[config.mk]
export PLATFORM = sky130hd
export DESIGN_NAME = tag_free_list
export DESIGN_NICKNAME = d
export VERILOG_FILES = /design/src/rtl/tag_free_list.sv
export SDC_FILE = /design/constraint.sdc
export NUM_CORES = 1
export LEC_CHECK = 0
export CORE_MARGIN = 1
export CORE_UTILIZATION = 54
export DETAILED_ROUTE_END_ITERATION = 6
export GPL_ROUTABILITY_DRIVEN = 0
export PLACE_DENSITY_LB_ADDON = 0.2
export SLEW_MARGIN = 15
export SYNTH_ARGS = -nofsm -noshare
export SYNTH_HDL_FRONTEND = slang
export SYNTH_SLANG_ARGS = --single-unit
[constraint.sdc]
create_clock -name clk -period 19.1 [get_ports clk]
set_clock_uncertainty 0.1 [all_clocks]
set_input_delay 3.82 -clock clk [delete_from_list [all_inputs] [get_ports clk]]
set_output_delay 3.82 -clock clk [all_outputs]
set_load 0.01 [all_outputs]
[src/rtl/tag_free_list.sv]
// tag_free_list
//   Free list of physical rename tags with one branch checkpoint.
//   Tags are handed out lowest-index first, returned over CDB_PORTS
//   completion channels, and tags allocated under an open checkpoint are
//   reclaimed in one cycle when the branch turns out to be mispredicted.
//
// Ports
//   clk, reset        : clock, synchronous active-high reset
//   alloc_req         : dispatch asks for a tag
//   alloc_tag         : lowest free tag (0 when none free)
//   alloc_valid       : at least one tag free
//   alloc_gnt         : a tag is taken this cycle
//   cdb_tag/cdb_valid : per-port tag returns, port p at [p*TAG_WIDTH +: TAG_WIDTH]
//   br_dispatch       : open a checkpoint
//   br_resolve        : close the checkpoint
//   br_mispredict     : with br_resolve, squash speculative tags
//   br_stall          : checkpoint open, hold further branches
//   free_count        : registered number of free tags
//   empty             : no tag free
//   err_double_free   : one-cycle pulse after an illegal return
module tag_free_list #(
    parameter int TAG_WIDTH = 6,
    parameter int NUM_TAGS  = 64,
    parameter int CDB_PORTS = 1
) (
    input  logic                           clk,
    input  logic                           reset,
    input  logic                           alloc_req,
    output logic [TAG_WIDTH-1:0]           alloc_tag,
    output logic                           alloc_valid,
    output logic                           alloc_gnt,
    input  logic [CDB_PORTS*TAG_WIDTH-1:0] cdb_tag,
    input  logic [CDB_PORTS-1:0]           cdb_valid,
    input  logic                           br_dispatch,
    input  logic                           br_resolve,
    input  logic                           br_mispredict,
    output logic                           br_stall,
    output logic [TAG_WIDTH:0]             free_count,
    output logic                           empty,
    output logic                           err_double_free
);

    typedef enum logic {IDLE, SPEC} state_t;

    localparam logic [TAG_WIDTH:0] TAG_LIMIT = (TAG_WIDTH + 1)'(NUM_TAGS);

    state_t                state, state_n;
    logic [NUM_TAGS-1:0]   free_vec, free_n;
    logic [NUM_TAGS-1:0]   spec_vec, spec_n;
    logic [NUM_TAGS-1:0]   gnt_mask, ret_mask, ret_onehot;
    logic [TAG_WIDTH-1:0]  ret_tag;
    logic [TAG_WIDTH:0]    count_n;
    logic                  err_n;
    logic                  squash;

    // Lowest-index free tag; scanning downward lets the lowest hit win.
    always_comb begin
        alloc_tag = '0;
        for (int i = NUM_TAGS - 1; i >= 0; i--) begin
            if (free_vec[i]) alloc_tag = TAG_WIDTH'(i);
        end
    end

    assign alloc_valid = |free_vec;
    assign empty       = ~alloc_valid;
    assign br_stall    = (state == SPEC);
    assign squash      = br_resolve & br_mispredict & (state == SPEC);
    // A squash rewinds the list, so nothing may be handed out that cycle.
    assign alloc_gnt   = alloc_req & alloc_valid & ~squash;
    assign gnt_mask    = alloc_gnt ? (NUM_TAGS'(1) << alloc_tag) : '0;

    // Returns are checked in port order against the registered free vector
    // plus earlier ports of the same cycle, so a tag returned twice at once
    // is accepted once and flagged once.
    always_comb begin
        ret_mask   = '0;
        ret_onehot = '0;
        ret_tag    = '0;
        err_n      = 1'b0;
        for (int p = 0; p < CDB_PORTS; p++) begin
            if (cdb_valid[p]) begin
                ret_tag    = cdb_tag[p*TAG_WIDTH +: TAG_WIDTH];
                ret_onehot = NUM_TAGS'(1) << ret_tag;
                if (({1'b0, ret_tag} >= TAG_LIMIT) ||
                    (|(ret_onehot & (free_vec | ret_mask)))) begin
                    err_n = 1'b1;
                end else begin
                    ret_mask = ret_mask | ret_onehot;
                end
            end
        end
    end

    // Checkpoint FSM and next free / speculative vectors.
    always_comb begin
        state_n = state;
        free_n  = (free_vec & ~gnt_mask) | ret_mask;
        spec_n  = spec_vec & ~ret_mask;
        case (state)
            IDLE: begin
                // The grant in the dispatch cycle predates the branch.
                if (br_dispatch) begin
                    state_n = SPEC;
                    spec_n  = '0;
                end
            end
            SPEC: begin
                if (br_resolve) begin
                    if (br_mispredict) free_n = free_n | spec_vec;
                    spec_n  = '0;
                    state_n = br_dispatch ? SPEC : IDLE;
                end else begin
                    spec_n = (spec_vec | gnt_mask) & ~ret_mask;
                end
            end
            default: state_n = IDLE;
        endcase
    end

    always_comb begin
        count_n = '0;
        for (int i = 0; i < NUM_TAGS; i++) begin
            count_n = count_n + (TAG_WIDTH + 1)'(free_n[i]);
        end
    end

    always_ff @(posedge clk) begin
        if (reset) begin
            state           <= IDLE;
            free_vec        <= '1;
            spec_vec        <= '0;
            free_count      <= TAG_LIMIT;
            err_double_free <= 1'b0;
        end else begin
            state           <= state_n;
            free_vec        <= free_n;
            spec_vec        <= spec_n;
            free_count      <= count_n;
            err_double_free <= err_n;
        end
    end

endmodule

* After elaboration in Yosys (flattened, before gate mapping)
Cells that the tools add are included. Widths: inputs -> output; s select.
Word-level totals: flip-flop bits (word level) 137, output and inout bits 18, input port bits 13
Cells by class: shifts and indexed selects 2, muxes and demuxes 77, add/sub/neg operators 63, reductions and logical operators 3, bitwise operators 17
Operator list (number):
- $mux 64 | 8
- $add 7x1->7 | 57
- $mux 6 | 64
- $and 64x64->64 | 4
- $or 64x64->64 | 3
- $not 64->64 | 2
- $pmux 64 s2 | 1
- $reduce_or 64->1 | 2
- $shl 1x6->64 const A | 2
- $add 6x1->7 | 1
- $add 5x1->6 | 1
- $add 4x1->5 | 1
- $add 3x1->4 | 1
- $and 1x1->1 | 4
- $not 1->1 | 4
- $add 2x1->3 | 1
- $mux 1 | 3
- $add 1x1->2 | 1
- $pmux 1 s2 | 1
- $reduce_or 2->1 | 1

* Logic depth before layout (Yosys ltp)
depth after elaboration 136, mapped depth 34

* Least setup slack after synthesis
No wires, ideal clock.
path kind input to register, start point input cdb_tag[0], end point register free_count[6], path slack 7560 ps, library setup time 122 ps, arrival 11318 ps, required time 18878 ps, stages on the path 30, cell sequence buf_2 -> nor2b_1 -> a22oi_1 -> o22ai_1 -> or4_1 -> a211oi_2 -> and4_1 -> buf_2 -> buf_2 -> a21oi_1 -> fa_1 -> fa_1 -> inv_1 -> fa_1 -> inv_1 -> fa_1 -> fa_1 -> inv_1 -> fa_1 -> fa_1 -> inv_1 -> fa_1 -> inv_1 -> ha_1 -> fa_1 -> a21o_1 -> a21oi_1 -> inv_1 -> a21oi_1 -> o21ai_0
On the way: word-level cells in the longest chain between the ends 73
RTL lines:
- start, declared | RTL line 32 | input logic [CDB_PORTS*TAG_WIDTH-1:0] cdb_tag,
- $shl 1x6->64 * | RTL line 83 | ret_onehot = NUM_TAGS'(1) << ret_tag;
- $and 64x64->64 | RTL line 85 | (|(ret_onehot & (free_vec | ret_mask)))) begin
- $reduce_or 64->1 | RTL line 85
- $mux 64 * | RTL line 84 | if (({1'b0, ret_tag} >= TAG_LIMIT) ||
- $mux 64 * | RTL line 81 | if (cdb_valid[p]) begin
- $or 64x64->64 * | RTL line 97 | free_n = (free_vec & ~gnt_mask) | ret_mask;
- $or 64x64->64 | RTL line 109 | if (br_mispredict) free_n = free_n | spec_vec;
- $mux 64 | RTL line 109
- (+2 left out)
- $add 1x1->2 | RTL line 123 | count_n = count_n + (TAG_WIDTH + 1)'(free_n[i]);
- $add 2x1->3 | RTL line 123
- $add 3x1->4 | RTL line 123
- $add 4x1->5 | RTL line 123
- $add 5x1->6 | RTL line 123
- $add 6x1->7 | RTL line 123
- $add 7x1->7 (56 in a row) | RTL line 123
- $add 7x1->7 * | RTL line 123
- end signal, assigned | RTL line 138 | free_count <= count_n;
- end, declared | RTL line 38 | output logic [TAG_WIDTH:0] free_count,
Every way passes the cells marked *; elsewhere a longest branch is shown, timed or not. A chain may end at the register's enable or synchronous reset.

* Worst setup path in the final report
start point input cdb_tag[2], end point register free_count[6]
The elaborated chain is that of the path after synthesis.

==> summary.txt <==
Worst setup path
  • Worst r2r dst: free_count[6]
  • Max stage delay on crit path: 1.19 ns
  • WP data required: between 15 and 20 ns
  • Crit path capture type: flop
  • R2R depth: 28
  • CP max-delay cell: clkdlybuf4s50_1
  • R2r startpoint: free_vec[26]
  • Cell mode on critical path: fa_1
  • Arr. time, crit path: 13.53 ns
  • Register-to-register setup slack: 9.94 ns
  • Max Fanout on Critical Path: 30
  • CP Launch Type: input port
  • Critical path class: in2reg

Drt
  • DR DRC count: 6
  • Vias per cell: 7.247
  • First DRT Iteration DRCs: 1888
  • Wire per inst: approximately 26 um
  • Via Count: 10443
  • Drt total wl: between 30 and 40 mm
  • Routed Antenna Nets: 0
  • Total iterations of the first detailed-routing run: 7

Layout
  • Finished Cell Area: ~11000 um^2
  • Layout cells sized above 1: 0.06683
  • Nets: about 1300
  • Area Overhead vs Synth: 9.320%
  • Ant. Diodes: 0

Die
  • Die H: around 140 um
  • Floorplan core area: 18090 um^2
  • Die X: 138.2 um
  • I/O pin total: 31
  • FP Rows: between 40 and 50
  • Die Area: 19090 um^2
  • Starting Density: 0.5537

GRT
  • Initial antenna violation count: 1
  • Number of global-route vias before repair: 9767
  • Largest net degree at the start of global routing: between 90 and 100
  • Overflow after GRT: 0
  • Total GRT Usage: 0.4015
  • Global-route wire length before repair: around 58 mm

Pwr
  • Power per Cell Area: 65.31 nW/um^2
  • Worst vdd ir: 56.84 uV
  • P_leak: just under 4 nW

Timing
  • Final Critical Period: ~13 ns
  • Slew HR: 0.1767
  • Hold Vio Cnt, Final: 0
  • Worst slew pin tran: 1.218 ns
  • FMAX: 75.13 MHz
  • Setup violations, final: 0
  • RSZ-0062 raised after global routing: no
  • Period utilization: 0.6969
  • Setup TNS: 0 ns
  • Slew Viols, Final: 0

Min path
  • Hold Path End: spec_vec[15]
  • Hold path startpoint: spec_vec[15]
  • Hold crit path type: reg2reg
  • Hold Path Depth: 2

Clock network
  • Post-CTS setup buffer count: 0
  • TritonCTS clock tree: built
  • Latest clock arrival within the worst-skew pair: ~0.43 ns
  • CTS Buf Count: 17
  • Clk sink count: 137
  • Max Buffers Root-to-Sink: 2
  • Clock transition at path regs: 0.06 ns
  • Root Buffer: clkbuf_16
  • CTS HTree Levels: 4
  • Hold_buf cts: 0
  • # resized after CTS: 0

Run
  • # Max-Cap Violations: 0

Yosys
  • Count of cell types in the netlist: 82
  • Synthesis-stage register bit count: 137
  • Top post-synthesis cells by count: dfxtp_1, nand2_1, nor2_1, inv_1, a21oi_1
  • Post-synth ARST share: 0
  • Post-Syn Instances: ~1200
  • Post-synth net total: 1305
  • Post-synth EDFFs: 0
  • Ys flop type: dfxtp_1
  • Post-synth top area cell: dfxtp_1
  • Syn avg cell area: 8.189 um^2
  • Ys Warns: 0
  • Top-count cell post-synth: dfxtp_1
  • Seq/Total Area, Yosys: 0.2739
  • Mapped Area: 10010 um^2
  • Synth area leaders: dfxtp_1, fa_1, a22oi_1
  • Top cell type's share of synthesized area: 0.2739

Run status
  • Failing checks: design-rule violations
  • Outcome: finished, violations left

Place
  • DP Wirelength: 27.35 mm
  • Placed cell area: around 10000 um^2
  • Port Buffers: 30
==> registers in the layout, summed over array words and instances (netlist names) <==
signal,cells
br_stall,1
err_double_free,1
free_count,7
free_vec,64
spec_vec,64
==> layout make-up <==
type	instances	area [um^2]
timing repair buffer	50	447.9
clock buffer	19	432.9
tap	229	286.5
fill	1616	7138
multi-input combinational	905	6558
sequential	137	2743
clock inverter	13	147.6
inverter	88	332.8
==> cell families (layout without fill, tap and decap cells) <==
logic type               after synthesis  after routing  share of synthesized area
AO/OA/AOI/OAI                        370            370                     0.2659
XOR/XNOR                               4              4                   0.003499
adder cells (fa/ha/maj)               69             69                     0.1267
buffers and inverters                181            170                    0.07484
flip-flops                           137            137                     0.2739
multiplexers                          11             11                    0.01124
AND/OR/NAND/NOR                      451            451                     0.2440
==> per-stage QoR <==
step                setup slack, ns  utilization  power (mW)  std cells  hold WS, ns
global route                  5.367       0.6053      0.7330       1441       0.4006
floorplan                     7.560            -      0.3588       1223       0.3348
detailed placement            5.672       0.5732      0.3915       1409       0.3592
CTS                           6.024       0.6053      0.7122       1441       0.3806
global placement              5.779       0.5732      0.3916       1409       0.3564
finish                        5.790       0.6053      0.7151       1441       0.3816
==> where the power goes <==
part / switching (mW) / internal, mW
clock network: 0.134 / 0.193
registers: 0.00254 / 0.291
logic: 0.0574 / 0.0371
==> cells in the final DEF, fill, tap and decap left out, drive strengths merged, types with 15 or more instances in the layout <==
cell type and instances:
buf 21, nand2b 21, a211oi 32, dfxtp 137
ha 15, fa 54, inv 90, a21oi 71
nand3 30, nor4 27, nand4b 19, a221oi 15
nor2 94, a22oi 66, o21ai 41, nand2 98
o41ai 18, clkbuf 19, nor2b 24, nor3 43
clkdlybuf4s50 29
==> how the worst max path moves through the flow <==
stage | startpoint | end | slack, ns | cells after the start
6_report | cdb_tag[2] | free_count[6] | 5.79 | 29
5_1_grt | cdb_tag[4] | free_count[6] | 5.37 | 29
4_1_cts | cdb_tag[4] | free_count[6] | 6.02 | 29
3_5_place_dp | cdb_tag[4] | free_count[6] | 5.67 | 29
3_3_place_gp | cdb_tag[4] | free_count[6] | 5.78 | 29
2_1_floorplan | cdb_tag[0] | free_count[6] | 7.56 | 30
==> routing by layer <==
metal | vias to the layer above | track usage | routed length (um)
li1 | 4491 | - | -
met1 | 4924 | 0.5400 | 14300
met2 | 844 | 0.5714 | 15550
met3 | 182 | 0.1230 | 5604
met4 | 2 | 0.2277 | 2226
met5 | - | 0 | 13
==> critical path: cells and delay by family <==
kind	cells	cell delay (ns)
adder cells (fa/ha/maj)	10	4.73
AND/OR/NAND/NOR	5	2.03
buffers and inverters	7	1.53
AO/OA/AOI/OAI	7	1.39
Note: power is estimated with default switching activity, not from simulation.
